`src/rtl/deser16_1.sv`:
```
// deser16_1: serial-to-parallel collector.
// Accepts one bit per cycle LSB first, assembles 16-bit words, and presents
// each completed word in a registered output stage with its own handshake.
module deser16_1 (
    input  logic        clk,
    input  logic        reset,
    input  logic        in,
    input  logic        in_valid,
    output logic        in_ready,
    input  logic        clear,
    output logic [3:0]  idx,
    output logic [15:0] out,
    output logic        out_valid,
    input  logic        out_ready
);

    logic [15:0] asm_q, asm_d;
    logic [3:0]  idx_q, idx_d;
    logic [15:0] out_q, out_d;
    logic        out_valid_q, out_valid_d;

    logic accept;
    logic drain;
    logic complete;

    // Input handshake: stall only on the last bit while the held word is undrained.
    always_comb begin
        in_ready = !clear && !((idx_q == 4'd15) && out_valid_q && !out_ready);
        accept   = in_valid && in_ready;
        drain    = out_valid_q && out_ready;
        complete = accept && (idx_q == 4'd15);
    end

    // Next-state logic for the assembly register, position counter and output stage.
    always_comb begin
        // NOTE: every _d gets its current value first, so no path leaves it unassigned and no latch is inferred.
        asm_d       = asm_q;
        idx_d       = idx_q;
        out_d       = out_q;
        out_valid_d = out_valid_q;

        if (clear) begin
            idx_d = 4'd0;
        end else if (accept) begin
            asm_d[idx_q] = in;
            idx_d        = idx_q + 4'd1;
        end

        // A completion wins over a drain in the same cycle, keeping out_valid high.
        if (complete) begin
            out_d       = {in, asm_q[14:0]};
            out_valid_d = 1'b1;
        end else if (drain) begin
            out_valid_d = 1'b0;
        end
    end

    // State registers; reset discards both the partial and the pending word.
    always_ff @(posedge clk or posedge reset) begin
        // NOTE: sequential state uses non-blocking assignments so all flops update together at the edge.
        if (reset) begin
            asm_q       <= 16'h0000;
            idx_q       <= 4'd0;
            out_q       <= 16'h0000;
            out_valid_q <= 1'b0;
        end else begin
            asm_q       <= asm_d;
            idx_q       <= idx_d;
            out_q       <= out_d;
            out_valid_q <= out_valid_d;
        end
    end

    assign idx       = idx_q;
    assign out       = out_q;
    assign out_valid = out_valid_q;

endmodule

```
`config.mk`:
```
export PLATFORM = sky130hd
export DESIGN_NAME = deser16_1
export DESIGN_NICKNAME = d
export VERILOG_FILES = /design/src/rtl/deser16_1.sv
export SDC_FILE = /design/constraint.sdc
export NUM_CORES = 1
export LEC_CHECK = 0
export ABC_AREA = 1
export BUFFER_PORTS_ARGS = -buffer_cell sky130_fd_sc_hd__buf_2
export CAP_MARGIN = 0
export CORE_MARGIN = 1
export CORE_UTILIZATION = 61
export CTS_CLUSTER_DIAMETER = 40
export CTS_CLUSTER_SIZE = 8
export DETAILED_ROUTE_END_ITERATION = 8
export GPL_TIMING_DRIVEN = 0
export HOLD_SLACK_MARGIN = 0.12
export PLACE_DENSITY = 0.86
export SYNTH_ARGS = -nofsm -noshare
export SYNTH_HDL_FRONTEND = slang
export SYNTH_SLANG_ARGS = --single-unit
```
`constraint.sdc`:
```
create_clock -name clk -period 4 [get_ports clk]
set_input_delay 0.2 -clock clk [delete_from_list [all_inputs] [get_ports clk]]
set_output_delay 0.2 -clock clk [all_outputs]
set_load 0.01 [all_outputs]
```
==> metrics.md <==
| Metric | Value |
|---|---|
| Status | `finished clean` |
| Max transition margin | `52.3%` |
| Register area | `901 sq um` |
| Least-Margin Pin Slew | `approximately 710 ps` |
| Via count | `1613` |
| Drt pass-1 iters | `4` |
| Number of port buffers | `25` |
| Routed Antenna Nets | `0` |
| Share of cells above drive strength 1 | `30.5%` |
| Crit-path most repeated cell | `buf_2` |
| Mapped Area | `just under 2000 sq um` |
| Fill count | `~240` |
| Cells after synthesis | `roughly 220` |
| Register bit total from synthesis | `36` |
| Post-synth EDFFs | `0` |
| H-tree levels | `2` |
| Seq/Total Area, Yosys | `46.7%` |
| Worst-skew pair later-pin latency | `between 300 and 400 ps` |
| DR WL/cell | `about 12 um` |
| Maximum VDD drop | `0.350 mV` |
| Worst Path Buf+Inv | `2` |
| Detailed Route WL | `around 3700 um` |
| DP Worst Slack | `2340 ps` |
| Post-synth ARST share | `100%` |
| Multi-input logic area | `830 sq um` |
| Critical path peak fanout | `10` |
| Cell variety after synth | `21` |
| Max clock buf depth | `2` |
| FP Rows | `20` |
| Synthesized area per cell | `slightly below 9 sq um` |
| Vias in the first global route | `1399` |
| Final worst-path cycle share | `roughly half` |
| Slowest CP cell | `dfrtp_1` |
| Cts repair resizes | `0` |
| Endpoints failing hold | `0` |
| Vias per cell | `5.38` |
| Die area | `3390 sq um` |
| # diodes | `0` |
| Crit path max-delay family | `flip-flops` |
| Synth area leader | `dfrtp_1` |
| Synth warnings | `0` |
| Yosys top cell area share | `46.7%` |
| RSZ-0062 raised after global routing | `no` |
| Crit path launch type | `flop` |
| Crit end category | `output pin` |
| CP Data Arrival Time | `1830 ps` |
| Reg clk slew, reported paths | `100 ps` |
| Nets@finish | `between 200 and 300` |
| CTS Root Cell | `clkbuf_4` |
| Setup CP Type | `reg2out` |
| Core area | `between 3000 and 4000 sq um` |
| Gr usage total | `25.2%` |
| Post-Syn Nets | `232` |
| Num ports | `28` |
| Count leader, synth | `nand2_1` |
| Final TNS setup | `0 ps` |
| Initial DRC count | `52` |
| Area delta synth->final | `14.0%` |
| Die Height | `58.2 um` |
| Max-Cap Viols | `0` |
| Worst-path cell chain | `ha_1, nand3_1, nor2_2, nor2_4, buf_2, buf_2` |
| CP max stage delay | `460 ps` |
| Starting density of the core | `63.7%` |
| Most common library cells after synthesis | `nand2_1, dfrtp_1, nand4_1` |
| Final setup viols | `0` |
| Pin count of the biggest net entering global routing | `37` |
| Hold buffers post-CTS | `0` |
| Max-slew violations | `0` |
| Detailed placement HPWL | `2660 um` |
| Clk sinks | `36` |
| CTS tree | `built` |
| Synth area leaders | `dfrtp_1, nand4_1, nand2_1` |
| Grt ovf | `0` |
| First-pass GRT wire length | `6330 um` |
| Setup Buffers After CTS | `0` |
| Initial antenna violation count | `0` |
| DR DRC count | `0` |
| Hold/Removal Path Class | `in2reg` |
| Lkg Pwr | `1.13 nW` |
| Final min period | `between 2000 and 2500 ps` |
| Inserted Clock Buffers | `5` |
| Overall power | `729 uW` |
| Clock Skew | `approximately 11 ps` |
| Power per cell area | `332 nW/um^2` |
| Fmax | `492 MHz` |
| CP required | `around 3800 ps` |
| Setup WS post-layout | `1970 ps` |
| Die Wd | `58.2 um` |
| Dominant synthesized flop cell | `dfrtp_1` |
| Routability congestion estimate | `0.871` |
-- sequential cells by signal, indices dropped and copies added, names as in the netlist --
register   cells
asm_q         15
idx            4
out           16
out_valid      1
-- cell type report --
class / count / share of cell area, %
multi-input cells: 143 / 37.7
repair buffers: 26 / 6.15
flip-flops and latches: 36 / 41.0
plain buffers: 14 / 4.04
clock buffers: 5 / 1.71
well taps: 44 / 2.50
clock inverters: 3 / 1.94
inverters: 29 / 4.95
-- worst paths after layout --
path | startpoint | to | slack [ps] | depth (start not counted)
min | clear | idx[3] | 170 | 4
min in group asynchronous | reset | out[3] | 510 | 3
max reg2reg | idx[0] | out[5] | 2380 | 7
max | idx[0] | in_ready | 1970 | 6
min reg2reg | out[6] | out[6] | 490 | 2
max in group asynchronous | reset | idx[0] | 3030 | 3
-- layer usage --
| layer | vias to the layer above | global-route usage (%) | part of all wire, % |
|---|---|---|---|
| met2 | 59 | 39.9 | 49 |
| met1 | 754 | 33.4 | 44 |
| met3 | 8 | 4.69 | 4.5 |
| met5 | - | 0 | 0 |
| li1 | 792 | - | - |
| met4 | 0 | 12.6 | 2.0 |
-- worst min-delay path, cell delays in order --
cell     delay [ps]
buf_2           130
nor2_1           50
nand2_1          50
nand2_1          50
-- metrics by stage --
stage               instances  utilization (%)  cell area (sq um)  hold WS [ps]
floorplan                 222                -               1930           357
global placement          291             69.6               2110           460
detailed placement        291             69.6               2110           469
CTS                       299             72.3               2190           167
global route              300             72.6               2200           172
finish                    300             72.6               2200           174
-- cells by family (layout without fill, tap and decap cells) --
| logic type | count (synthesis) | count (layout) | synth area share [%] |
|---|---|---|---|
| AND/OR/NAND/NOR | 121 | 121 | 32.4 |
| buffers and inverters | 43 | 77 | 10.3 |
| flip-flops | 36 | 36 | 46.7 |
| AO/OA/AOI/OAI | 17 | 17 | 7.53 |
| adder cells (fa/ha/maj) | 4 | 4 | 2.60 |
| XOR/XNOR | 1 | 1 | 0.454 |
-- where the power goes --
part	leakage, nW	switching [mW]	internal (mW)	total, mW
clock network	0.0412	0.120	0.130	0.250
logic	0.593	0.0568	0.0244	0.0812
registers	0.496	0.0146	0.383	0.398
-- placed cells by master (no fill, tap or decap), drive strengths merged --
master	count
nand4	33
dlygate4sd3	1
o21ai	17
nor2	19
buf	33
inv	29
xor2	1
nand2	60
clkinv	1
ha	4
bufinv	1
dfrtp	36
clkbuf	11
nand3	9
clkinvlp	1
Note: power is estimated with default switching activity, not from simulation.
